==> config.mk <==
export PLATFORM = sky130hd
export DESIGN_NAME = spi_slave_uc
export DESIGN_NICKNAME = d
export VERILOG_FILES = /design/src/rtl/spi_slave_uc_pkg.sv /design/src/rtl/spi_slave_uc_sync_edge.sv /design/src/rtl/spi_slave_uc.sv
export SDC_FILE = /design/constraint.sdc
export NUM_CORES = 1
export LEC_CHECK = 0
export CAP_MARGIN = 5
export CORE_MARGIN = 4
export CORE_UTILIZATION = 33
export DETAILED_ROUTE_END_ITERATION = 7
export PLACE_DENSITY = 0.5
export SLEW_MARGIN = 20
export SYNTH_ARGS = -nofsm -noshare
export SYNTH_HDL_FRONTEND = slang
export SYNTH_SLANG_ARGS = --single-unit
==> constraint.sdc <==
create_clock -name SYS_CLK -period 2.5 [get_ports SYS_CLK]
set_clock_uncertainty 0.1 [all_clocks]
set_input_delay 0.625 -clock SYS_CLK [delete_from_list [all_inputs] [get_ports SYS_CLK]]
set_output_delay 0.625 -clock SYS_CLK [all_outputs]
set_load 0.02 [all_outputs]
==> src/rtl/spi_slave_uc_pkg.sv <==
// rtl/spi_slave_uc_pkg.sv - shared constants and FSM encoding for the MBED SPI link
package spi_slave_uc_pkg;

  // Word length shared with the SPI master side of the link.
  localparam int SPI_WORD_BITS = 16;

  localparam logic [1:0] ST_WAIT_IDLE = 2'd0;
  localparam logic [1:0] ST_IDLE      = 2'd1;
  localparam logic [1:0] ST_SHIFT     = 2'd2;

endpackage

==> src/rtl/spi_slave_uc_sync_edge.sv <==
// rtl/spi_slave_uc_sync_edge.sv - pad synchroniser with history flop and edge strobes
module sync_edge #(
  parameter int STAGES = 2
) (
  input  logic clk,
  input  logic rst_n,
  input  logic d,
  output logic level,
  output logic rise,
  output logic fall
);

  logic [STAGES-1:0] sync_q, sync_d;
  logic              hist_q, hist_d;

  always_comb begin
    sync_d = {sync_q[STAGES-2:0], d};
    hist_d = sync_q[STAGES-1];
  end

  always_ff @(posedge clk or negedge rst_n) begin
    if (!rst_n) begin
      sync_q <= '0;
      hist_q <= 1'b0;
    end else begin
      sync_q <= sync_d;
      hist_q <= hist_d;
    end
  end

  assign level = sync_q[STAGES-1];
  assign rise  = level & ~hist_q;
  assign fall  = ~level & hist_q;

endmodule

==> src/rtl/spi_slave_uc.sv <==
// rtl/spi_slave_uc.sv - oversampled SPI mode-0 slave: MOSI words out on valid/ready, status word on MISO
module spi_slave_uc
  import spi_slave_uc_pkg::*;
#(
  parameter int inBits      = SPI_WORD_BITS,
  parameter int SYNC_STAGES = 2
) (
  input  logic              SYS_CLK,
  input  logic              reset,
  input  logic              SCK,
  input  logic              CSbar,
  input  logic              MOSI,
  output logic              MISO,
  input  logic [inBits-1:0] DATA_MISO,
  output logic [inBits-1:0] DATA_MOSI,
  output logic              VALID,
  input  logic              READY,
  output logic              BUSY,
  output logic              OVF,
  output logic              FRAME_ERR
);

  localparam int CW = $clog2(inBits + 1);

  logic sck_lvl, sck_rise, sck_fall;
  logic cs_lvl, cs_rise, cs_fall;
  logic mosi_lvl, mosi_rise_unused, mosi_fall_unused;
  logic sck_lvl_unused;

  sync_edge #(.STAGES(SYNC_STAGES)) u_sck (
    .clk(SYS_CLK), .rst_n(reset), .d(SCK),
    .level(sck_lvl), .rise(sck_rise), .fall(sck_fall)
  );
  sync_edge #(.STAGES(SYNC_STAGES)) u_cs (
    .clk(SYS_CLK), .rst_n(reset), .d(CSbar),
    .level(cs_lvl), .rise(cs_rise), .fall(cs_fall)
  );
  sync_edge #(.STAGES(SYNC_STAGES)) u_mosi (
    .clk(SYS_CLK), .rst_n(reset), .d(MOSI),
    .level(mosi_lvl), .rise(mosi_rise_unused), .fall(mosi_fall_unused)
  );
  assign sck_lvl_unused = sck_lvl;

  logic [1:0]        state_q, state_d;
  logic [CW-1:0]     cnt_q, cnt_d, cnt_inc;
  logic [inBits-1:0] rx_q, rx_d, tx_q, tx_d, data_q, data_d, word;
  logic              valid_q, valid_d, ovf_q, ovf_d, fe_q, fe_d, word_done;

  always_comb begin
    state_d   = state_q;
    cnt_d     = cnt_q;
    rx_d      = rx_q;
    tx_d      = tx_q;
    fe_d      = 1'b0;
    word_done = 1'b0;
    word      = {rx_q[inBits-2:0], mosi_lvl};
    cnt_inc   = cnt_q + CW'(1);
    case (state_q)
      ST_WAIT_IDLE: if (cs_lvl) state_d = ST_IDLE;
      ST_IDLE: begin
        if (cs_fall) begin
          tx_d    = DATA_MISO;
          cnt_d   = '0;
          state_d = ST_SHIFT;
        end
      end
      ST_SHIFT: begin
        // Chip-select edge wins over any SCK edge in the same cycle.
        if (cs_rise) begin
          state_d = ST_IDLE;
          fe_d    = (cnt_q != '0);
        end else if (sck_rise) begin
          rx_d = word;
          if (cnt_inc == CW'(inBits)) begin
            word_done = 1'b1;
            cnt_d     = '0;
            tx_d      = DATA_MISO;
          end else begin
            cnt_d = cnt_inc;
          end
        end else if (sck_fall && cnt_q != '0) begin
          // A zero count means a freshly loaded word: keep its MSB on MISO.
          tx_d = {tx_q[inBits-2:0], 1'b0};
        end
      end
      default: state_d = ST_WAIT_IDLE;
    endcase

    data_d  = data_q;
    valid_d = valid_q;
    ovf_d   = ovf_q;
    if (word_done && (!valid_q || READY)) begin
      data_d  = word;
      valid_d = 1'b1;
    end else if (word_done) begin
      ovf_d = 1'b1;
    end else if (valid_q && READY) begin
      valid_d = 1'b0;
    end
  end

  always_ff @(posedge SYS_CLK or negedge reset) begin
    if (!reset) begin
      state_q <= ST_WAIT_IDLE;
      cnt_q   <= '0;
      rx_q    <= '0;
      tx_q    <= '0;
      data_q  <= '0;
      valid_q <= 1'b0;
      ovf_q   <= 1'b0;
      fe_q    <= 1'b0;
    end else begin
      state_q <= state_d;
      cnt_q   <= cnt_d;
      rx_q    <= rx_d;
      tx_q    <= tx_d;
      data_q  <= data_d;
      valid_q <= valid_d;
      ovf_q   <= ovf_d;
      fe_q    <= fe_d;
    end
  end

  assign MISO      = (state_q == ST_SHIFT) ? tx_q[inBits-1] : 1'b0;
  assign DATA_MOSI = data_q;
  assign VALID     = valid_q;
  assign OVF       = ovf_q;
  assign FRAME_ERR = fe_q;
  assign BUSY      = ~cs_lvl & (state_q != ST_WAIT_IDLE);

endmodule
==> results.txt, run 1 <==
----------------------------------------------------
[CTS]
  TritonCTS clock tree ... yes
  Total CTS buffers ... 9
  Max H-tree Level ... 3
  Worst-Skew Late Latency ... about 330 ps
  Clock slew at the register clock pins of the worst setup and hold paths ... about 70 ps
  CTS sink cnt ... 65
  CTS Buffer Depth ... 2
  Clock tree root buffer cell ... sky130_fd_sc_hd__clkbuf_8
  Number of buffers added to fix hold violations after cts ... 0

[Drt]
  Detailed-route DRC error count ... 0
  DRC marker count from the first detailed-route iteration ... 80
  Vias post-DR ... about 1.8k
  Final routed wire length divided by cell count ... 13.94 µm
  Antenna viol nets, final ... 0
  Mean number of vias per cell ... roughly 4.6
  Routed wire length ... around 5.5 mm
  Number of search-and-repair iterations in the first detailed-routing pass ... 4

[Timing]
  Slew at the pin closest to its max-slew limit ... around 600 ps
  RSZ-0062 raised after global routing ... false
  Max-slew violation count ... 0
  Worst-case headroom to the max-slew limit ... between 60 and 70%
  Final Hold Viols ... 0
  Setup TNS ... 0 ps
  Final number of setup-violating endpoints ... 0
  Highest clock rate ... between 400 and 500 MHz
  Minimum period implied by the final worst setup slack ... between 2000 and 2500 ps
  Fin crit share ... about 90%

[Pwr]
  Power share of the clock group ... between 30 and 40%
  Sw Share ... 25.12%
  Switching power ... 0.0006392 W
  Leakage dissipation ... 1.700 nW
  Combinational Power Share ... 12.8%
  Sequential power share ... roughly half
  VDD IR max ... around 260 µV
  Design internal power ... approximately 0.0019 W
  Pwr/cell area ... around 730 nW/µm²

[Place]
  Global placement routability congestion ... 0.7670
  Detail Placement HPWL ... between 3 and 4 mm
  Number of buffers inserted by port buffering ... 42
  Cell Count Post-Placement ... roughly 380

[GRT]
  GRT Resource Usage Total ... about 12%
  Number of antenna violations at the first check in global routing ... 0
  Maximum number of pins on one net before global-route repair ... 25
  Grt ovf ... 0
  Number of global-route vias before repair ... about 1.9k
  First-pass GRT wire length ... around 9.5 mm

[Logic synthesis]
  Top cell type's share of synthesized area ... between 50% and 60%
  Yosys top cell by area ... sky130_fd_sc_hd__dfrtp_1
  Synthesized area per cell ... around 11 µm²
  Largest family of logic cells by synthesized area ... simple AND/OR/NAND/NOR gates
  Share of synthesized area occupied by flip-flops and latches ... about three fifths
  Net count of the mapped netlist ... between 200 and 300
  Compound-cell area share of the yosys netlist ... roughly a tenth
  Number of enable flip-flop cells after synthesis ... 0
  Synthesized area ... 2725 µm²
  Synth async-reset ratio ... 100.0%
  Netlist cell types ... 33
  Mux contribution to synthesized area ... around 13%
  Post-Syn Instances ... 239
  Most common cell in the synthesized netlist ... sky130_fd_sc_hd__dfrtp_1
  Number of synthesized register bits ... 65
  Most common flop cell mapped by yosys ... sky130_fd_sc_hd__dfrtp_1
  Post-synthesis share of cell area spent on and, or, nand and nor gates ... approximately 14%
  Most numerous cell types in the synthesized netlist ... 65 x sky130_fd_sc_hd__dfrtp_1, 52 x sky130_fd_sc_hd__nand2_1, 32 x sky130_fd_sc_hd__a21oi_1
  Top cells by area in the synthesized netlist ... sky130_fd_sc_hd__dfrtp_1 60%, sky130_fd_sc_hd__nand2_1 7.2%, sky130_fd_sc_hd__mux2_2 7.0%, sky130_fd_sc_hd__a21oi_1 5.9%, sky130_fd_sc_hd__mux2i_1 5.5%
  Synthesis warning total ... 0
  Adder-cell share of the synthesized area ... 0.9183%
  Post-synthesis xor/xnor area fraction ... 0%

[Setup path]
  Reg2reg path depth ... 8
  Endpoint of the worst register-to-register path ... tx_q[0]
  Endpoint arrival time on the critical path ... between 1500 and 2000 ps
  Critical setup path kind ... register to primary output
  Type of origin of the critical path ... register
  Highest fanout seen on the critical path ... 6
  Data required time of the critical path ... between 1500 and 2000 ps
  CP endpoint kind ... primary output
  Beginning of the worst register-to-register path ... cnt_q[0]
  Register-to-Register Setup Slack ... roughly 350 ps

[Cells and area]
  Area Growth Syn to Fin ... 28.79%
  Antenna diode instance count ... 0
  Number of cells in the finished layout apart from fillers ... 398
  Fraction of final layout cells sized beyond drive strength 1 ... 17.23%
  Layout net count ... around 320

[Floorplan]
  Initial Utilization ... roughly a third
  Die width ... between 90 and 100 µm
  Die boundary height ... about 100 µm
  Area of the core region ... 7888 µm²
  Total die area ... roughly 9800 µm²
  Top-level port count ... 43
  Row cnt ... 32

[Flow run]
  Max-cap violation count ... 0

[Hold path]
  Hold WC Path Type ... input pin to asynchronous set/reset pin

[Outcome]
  Run status ... complete, no violations

----------------------------------------------------
## sequential cells by signal, indices dropped and copies added (netlist names)
name / count
VALID: 1
u_mosi.sync_q: 2
OVF: 1
u_cs.sync_q: 2
u_sck.hist_q: 1
rx_q: 15
DATA_MOSI: 16
state_q: 2
cnt_q: 5
u_cs.hist_q: 1
u_sck.sync_q: 2
FRAME_ERR: 1
tx_q: 16
## critical path: stages, from the launching register on
cell	delay [ps]
sky130_fd_sc_hd__dfrtp_1	430
sky130_fd_sc_hd__nor2_1	70
sky130_fd_sc_hd__nor2_1	80
sky130_fd_sc_hd__clkdlybuf4s50_1	600
## cells by family (layout without fill, tap and decap cells)
kind of cell	after synthesis	count (layout)
muxes	32	32
and+or+nand+nor	79	79
AOI/OAI and AO/OA	45	45
buffers and inverters	16	73
DFF	65	65
adders and majority gates	2	2
## metal layers
| metal | GRT usage, % | up-vias | wire length, µm |
|---|---|---|---|
| li1 | - | 914 | - |
| met1 | 16.73 | 892 | 2775 |
| met2 | 18.03 | 30 | 2484 |
| met3 | 2.902 | 6 | 191 |
| met4 | 6.618 | 0 | 97 |
| met5 | 0 | - | 0 |
## repair_timing
item	CTS	global route
endpoints found under the setup margin	1	0
gates resized for setup	1	0
buffers inserted	0	0
## worst max path at each step
stage / startpoint / end / slack, ps
after CTS: state_q[1] / BUSY / 230
after global placement: READY / DATA_MOSI[12] / 330
after global routing: state_q[0] / BUSY / 180
after detailed placement: READY / DATA_MOSI[7] / 320
after floorplan: state_q[0] / DATA_MOSI[10] / 290
final: state_q[0] / BUSY / 260
## power groups by stage
stage	sequential (W)	combinational, W	clock, W
final	0.00127	0.000324	0.000947
after floorplan	0.00127	0.000213	0
after global placement	0.00129	0.000323	0
after detailed placement	0.00129	0.000329	0
after CTS	0.00127	0.000330	0.000986
after global routing	0.00129	0.000368	0.00104
## layout by cell type (no fill, tap or decap), types with 2 or more instances in the layout
cell type,Yosys,routed
sky130_fd_sc_hd__o21ai_0,4,4
sky130_fd_sc_hd__clkbuf_8,0,9
sky130_fd_sc_hd__dfrtp_1,65,65
sky130_fd_sc_hd__buf_4,1,10
sky130_fd_sc_hd__clkdlybuf4s50_1,0,40
sky130_fd_sc_hd__nand2b_1,4,4
sky130_fd_sc_hd__mux2_2,17,17
sky130_fd_sc_hd__inv_1,4,4
sky130_fd_sc_hd__a21o_1,2,2
sky130_fd_sc_hd__nand3_1,2,2
sky130_fd_sc_hd__and2_1,3,3
sky130_fd_sc_hd__clkinv_2,0,3
sky130_fd_sc_hd__bufinv_16,0,2
sky130_fd_sc_hd__nor2b_1,2,2
sky130_fd_sc_hd__mux2i_1,15,15
sky130_fd_sc_hd__nand2_1,52,52
sky130_fd_sc_hd__o31ai_1,2,2
sky130_fd_sc_hd__a21oi_1,32,32
sky130_fd_sc_hd__ha_1,2,2
sky130_fd_sc_hd__nor2_1,7,7
## metrics by stage
step | instance area (µm²) | hold slack [ps] | setup WS [ps] | utilization (%) | total power [W]
global placement | 3301 | 235.0 | 332.9 | 41.85 | 0.001613
detailed placement | 3301 | 234.7 | 318.9 | 41.85 | 0.001624
finish | 3510 | 193.2 | 261.9 | 44.50 | 0.002545
CTS | 3510 | 195.4 | 228.0 | 44.50 | 0.002591
global route | 3510 | 227.1 | 184.2 | 44.50 | 0.002699
floorplan | 2725 | 229.4 | 293.1 | - | 0.001486
## final cells by class
| class | count | area, µm² |
|---|---|---|
| clock inverter | 6 | 82.58 |
| tap | 102 | 127.6 |
| timing repair buffer | 53 | 509.2 |
| fill | 766 | 4378 |
| sequential | 65 | 1627 |
| clock buffer | 10 | 127.6 |
| multi-input combinational | 158 | 1021 |
| inverter | 4 | 15.01 |
(Power assumes the default switching activity.)
==> inputs of run 2 (changes only) <==
ABC_AREA = 1   (was not set)
CORE_ASPECT_RATIO = 1.2   (was not set)
CTS_CLUSTER_DIAMETER = 80   (was not set)
==> run 2 against run 1 <==
Against the previous run: first-iteration DRC count is 13% lower; sequential share of layout area is 1.8 points lower; power grew 22%; critical path depth rose by 1; register-to-register slack better by 210 ps; routed wire length rose by 3.6%; die area increased by 6.2%; worst hold slack lost 5.9 ps; clock power shrank 5.9%; utilization shrank 1.9 points; non-clock buffer count is 4 lower; critical path type unchanged; critical endpoint is now MISO; largest cell class unchanged; largest power group unchanged.
==> results.txt, run 2 <==
----------------------------------------------------
[Outcome]
  Run status ... complete, no violations

[Cells and area]
  Final design utilization ... 42.61% (-1.9 points)
  Area Growth Syn to Fin ... 25.57%
  Most frequent cells in the layout ... 121 x sky130_fd_sc_hd__nand2_1, 65 x sky130_fd_sc_hd__dfrtp_1, 41 x sky130_fd_sc_hd__clkdlybuf4s50_1
  Layout net count ... 378 (+20%)
  Fill count ... 878 (+15%)
  Fraction of final layout cells sized beyond drive strength 1 ... 16.71% (-0.52 points)
  Leading cell type in the layout, fill and taps excluded ... sky130_fd_sc_hd__nand2_1
  Antenna diode instance count ... 0 (unchanged)
  Number of cells in the finished layout apart from fillers ... 476 (+20%)

[GRT]
  Grt ovf ... 0 (unchanged)
  Number of antenna violations at the first check in global routing ... 0 (unchanged)
  GRT Resource Usage Total ... 12.35% (+0.066 points)
  Number of global-route vias before repair ... 2262 (+18%)
  Maximum number of pins on one net before global-route repair ... 66 (+160%)
  First-pass GRT wire length ... 10.29 mm (+8.9%)

[Place]
  Detail Placement HPWL ... 3.884 mm (+2.1%)
  Global placement routability congestion ... 0.7744 (+0.96%)
  Number of buffers inserted by port buffering ... 42 (unchanged)
  Cell Count Post-Placement ... 460 (+20%)
  Pre-CTS setup slack ... 462.3 ps (+143.4 ps)

[CTS]
  Number of buffers added to fix hold violations after cts ... 0 (unchanged)
  CTS sink cnt ... 65 (unchanged)
  CTS Buffer Depth ... 2 (unchanged)
  Clock slew at the register clock pins of the worst setup and hold paths ... 70 ps (about the same)
  TritonCTS clock tree ... yes
  Max H-tree Level ... 3 (unchanged)
  Clock tree root buffer cell ... sky130_fd_sc_hd__clkbuf_8
  Cts repair resizes ... 0 (-1)
  Total CTS buffers ... 9 (unchanged)
  Worst-Skew Late Latency ... 340 ps (about the same)
  Number of setup buffers added after CTS ... 0 (unchanged)

[Drt]
  Detailed-route DRC error count ... 0 (unchanged)
  Antenna viol nets, final ... 0 (unchanged)
  Final routed wire length divided by cell count ... 12.07 µm (-13%)
  Routed wire length ... 5.747 mm (+3.6%)
  Vias post-DR ... 2156 (+17%)
  Mean number of vias per cell ... 4.529 (-2.1%)
  Number of search-and-repair iterations in the first detailed-routing pass ... 4 (unchanged)
  DRC marker count from the first detailed-route iteration ... 70 (-13%)

[Pwr]
  VDD IR max ... 457.4 µV (+73%)
  Leakage dissipation ... 1.846 nW (+8.6%)
  Pwr/cell area ... 850.0 nW/µm² (+17%)

[Timing]
  RSZ-0062 raised after global routing ... false
  Fin crit share ... 96.26% (+6.7 points)
  WHS ... 187.3 ps (-5.883 ps)
  Final Hold Viols ... 0 (unchanged)
  Worst path setup slack after routing ... 93.39 ps (-168.5 ps)
  Slew at the pin closest to its max-slew limit ... 541.5 ps (-41.37 ps)
  Max-slew violation count ... 0 (unchanged)
  Setup TNS ... 0 ps (unchanged)
  Minimum period implied by the final worst setup slack ... 2407 ps (+168.5 ps)
  Highest clock rate ... 415.5 MHz (-7.0%)
  Final number of setup-violating endpoints ... 0 (unchanged)
  Worst-case headroom to the max-slew limit ... 63.86% (+2.7 points)

[Logic synthesis]
  Netlist cell types ... 26 (-21%)
  Most numerous cell types in the synthesized netlist ... 121 x sky130_fd_sc_hd__nand2_1, 65 x sky130_fd_sc_hd__dfrtp_1, 21 x sky130_fd_sc_hd__nand4_1
  Most common flop cell mapped by yosys ... sky130_fd_sc_hd__dfrtp_1
  Top cells by area in the synthesized netlist ... sky130_fd_sc_hd__dfrtp_1 56%, sky130_fd_sc_hd__nand2_1 16%, sky130_fd_sc_hd__mux2_2 5.4%, sky130_fd_sc_hd__nand4_1 4.5%, sky130_fd_sc_hd__nand3_1 3.3%
  Net count of the mapped netlist ... 329 (+25%)
  Most common cell in the synthesized netlist ... sky130_fd_sc_hd__nand2_1
  Top cell type's share of synthesized area ... 55.96% (-3.7 points)
  Yosys top cell by area ... sky130_fd_sc_hd__dfrtp_1
  Share of synthesized area occupied by flip-flops and latches ... 55.96% (-3.7 points)
  Post-Syn Instances ... 305 (+28%)
  Synth async-reset ratio ... 100.0% (unchanged)
  Number of enable flip-flop cells after synthesis ... 0 (unchanged)
  Synthesis warning total ... 0 (unchanged)
  Synthesized area ... 2907 µm² (+6.7%)
  Number of synthesized register bits ... 65 (unchanged)
  Synthesized area per cell ... 9.530 µm² (-16%)

[Floorplan]
  Die boundary height ... 110.8 µm (+12%)
  Top-level port count ... 43 (unchanged)
  Row cnt ... 37 (+16%)
  Initial Utilization ... 33.94% (-0.61 points)
  Area of the core region ... 8564 µm² (+8.6%)
  Die width ... 93.67 µm (-5.3%)
  Total die area ... 10380 µm² (+6.2%)

[Setup path]
  Origin of the worst setup path ... state_q[0]
  Largest delay contributor family on the critical path ... buffers and inverters
  Register-to-Register Setup Slack ... 560 ps (+210 ps)
  Worst path buffer plus inverter count ... 2 (+1)
  Type of origin of the critical path ... register
  Highest fanout seen on the critical path ... 6 (unchanged)
  CP endpoint kind ... primary output
  Data required time of the critical path ... 1770 ps (about the same)
  Reg2reg path depth ... 9 (+1)
  Largest stage delay on the critical path ... 620 ps (+20 ps)
  Endpoint of the worst register-to-register path ... DATA_MOSI[14]
  Critical-path cell with the highest stage delay ... sky130_fd_sc_hd__clkdlybuf4s50_1
  Endpoint arrival time on the critical path ... 1680 ps (+170 ps)
  Cell Chain, Critical Path ... inv_2 > nand2_4 > nor2_1 > clkdlybuf4s50_1
  Critical setup path kind ... register to primary output
  Critical path depth ... 4 (+1)
  Beginning of the worst register-to-register path ... cnt_q[0]

[Hold path]
  Hold WC Path Type ... input pin to asynchronous set/reset pin

[Flow run]
  Max-cap violation count ... 0 (unchanged)

----------------------------------------------------
-- run 2: cell count changes after synthesis, sizes merged, moves of 5 or more --
cell | previous run | this run
nand4 | 0 | 21
nand2 | 52 | 128
clkbuf | 6 | 1
nand3 | 2 | 21
inv | 4 | 18
a21oi | 32 | 4
mux2i | 15 | 0
nand2b | 5 | 0
-- run 2: power by group --
group	total [W]	internal [W]	switching, W
combinational	0.000857	0.000321	0.000536
clock	0.000891	0.000480	0.000410
sequential	0.00135	0.00124	0.000112
total	0.00310	0.00204	0.00106
-- run 2: how the worst max path moves through the flow --
stage / endpoint / slack, ps
after floorplan: DATA_MOSI[10] / 840
after global placement: MISO / 450
after detailed placement: MISO / 460
after CTS: MISO / 70
after global routing: MISO / 10
final: MISO / 90
-- run 2: final cells by class --
class	instances	area, µm²	share of cell area, %
flip-flops and latches	65	1627	44.57
multi-input cells	211	1134	31.06
repair buffers	49	480.5	13.16
well taps	117	146.4	4.011
clock buffers	10	137.6	3.771
inverters	18	67.56	1.851
clock inverters	6	57.56	1.577
-- run 2: kinds of logic (layout without fill, tap and decap cells) --
| group | after synthesis | in the layout | synth area share (%) |
|---|---|---|---|
| buf+inv | 29 | 83 | 5.037 |
| mux | 15 | 15 | 5.811 |
| simple gates | 183 | 183 | 30.13 |
| flops | 65 | 65 | 55.96 |
| fa+ha+maj | 2 | 2 | 0.8608 |
| compound gates | 11 | 11 | 2.195 |
-- run 2: layer usage --
layer | track usage [%] | up-vias | part of all wire, %
met3 | 3.327 | 7 | 4.8
met2 | 19.85 | 44 | 48
met1 | 15.32 | 1014 | 46
met4 | 5.684 | 0 | 1.4
met5 | 0 | - | 0
li1 | - | 1091 | -
-- run 2: stage by stage --
stage,total power (W),cell area (µm²)
2_1_floorplan,0.002004,2907
3_3_place_gp,0.002236,3455
6_report,0.003102,3650
3_5_place_dp,0.002251,3455
4_1_cts,0.003157,3650
5_1_grt,0.003372,3650
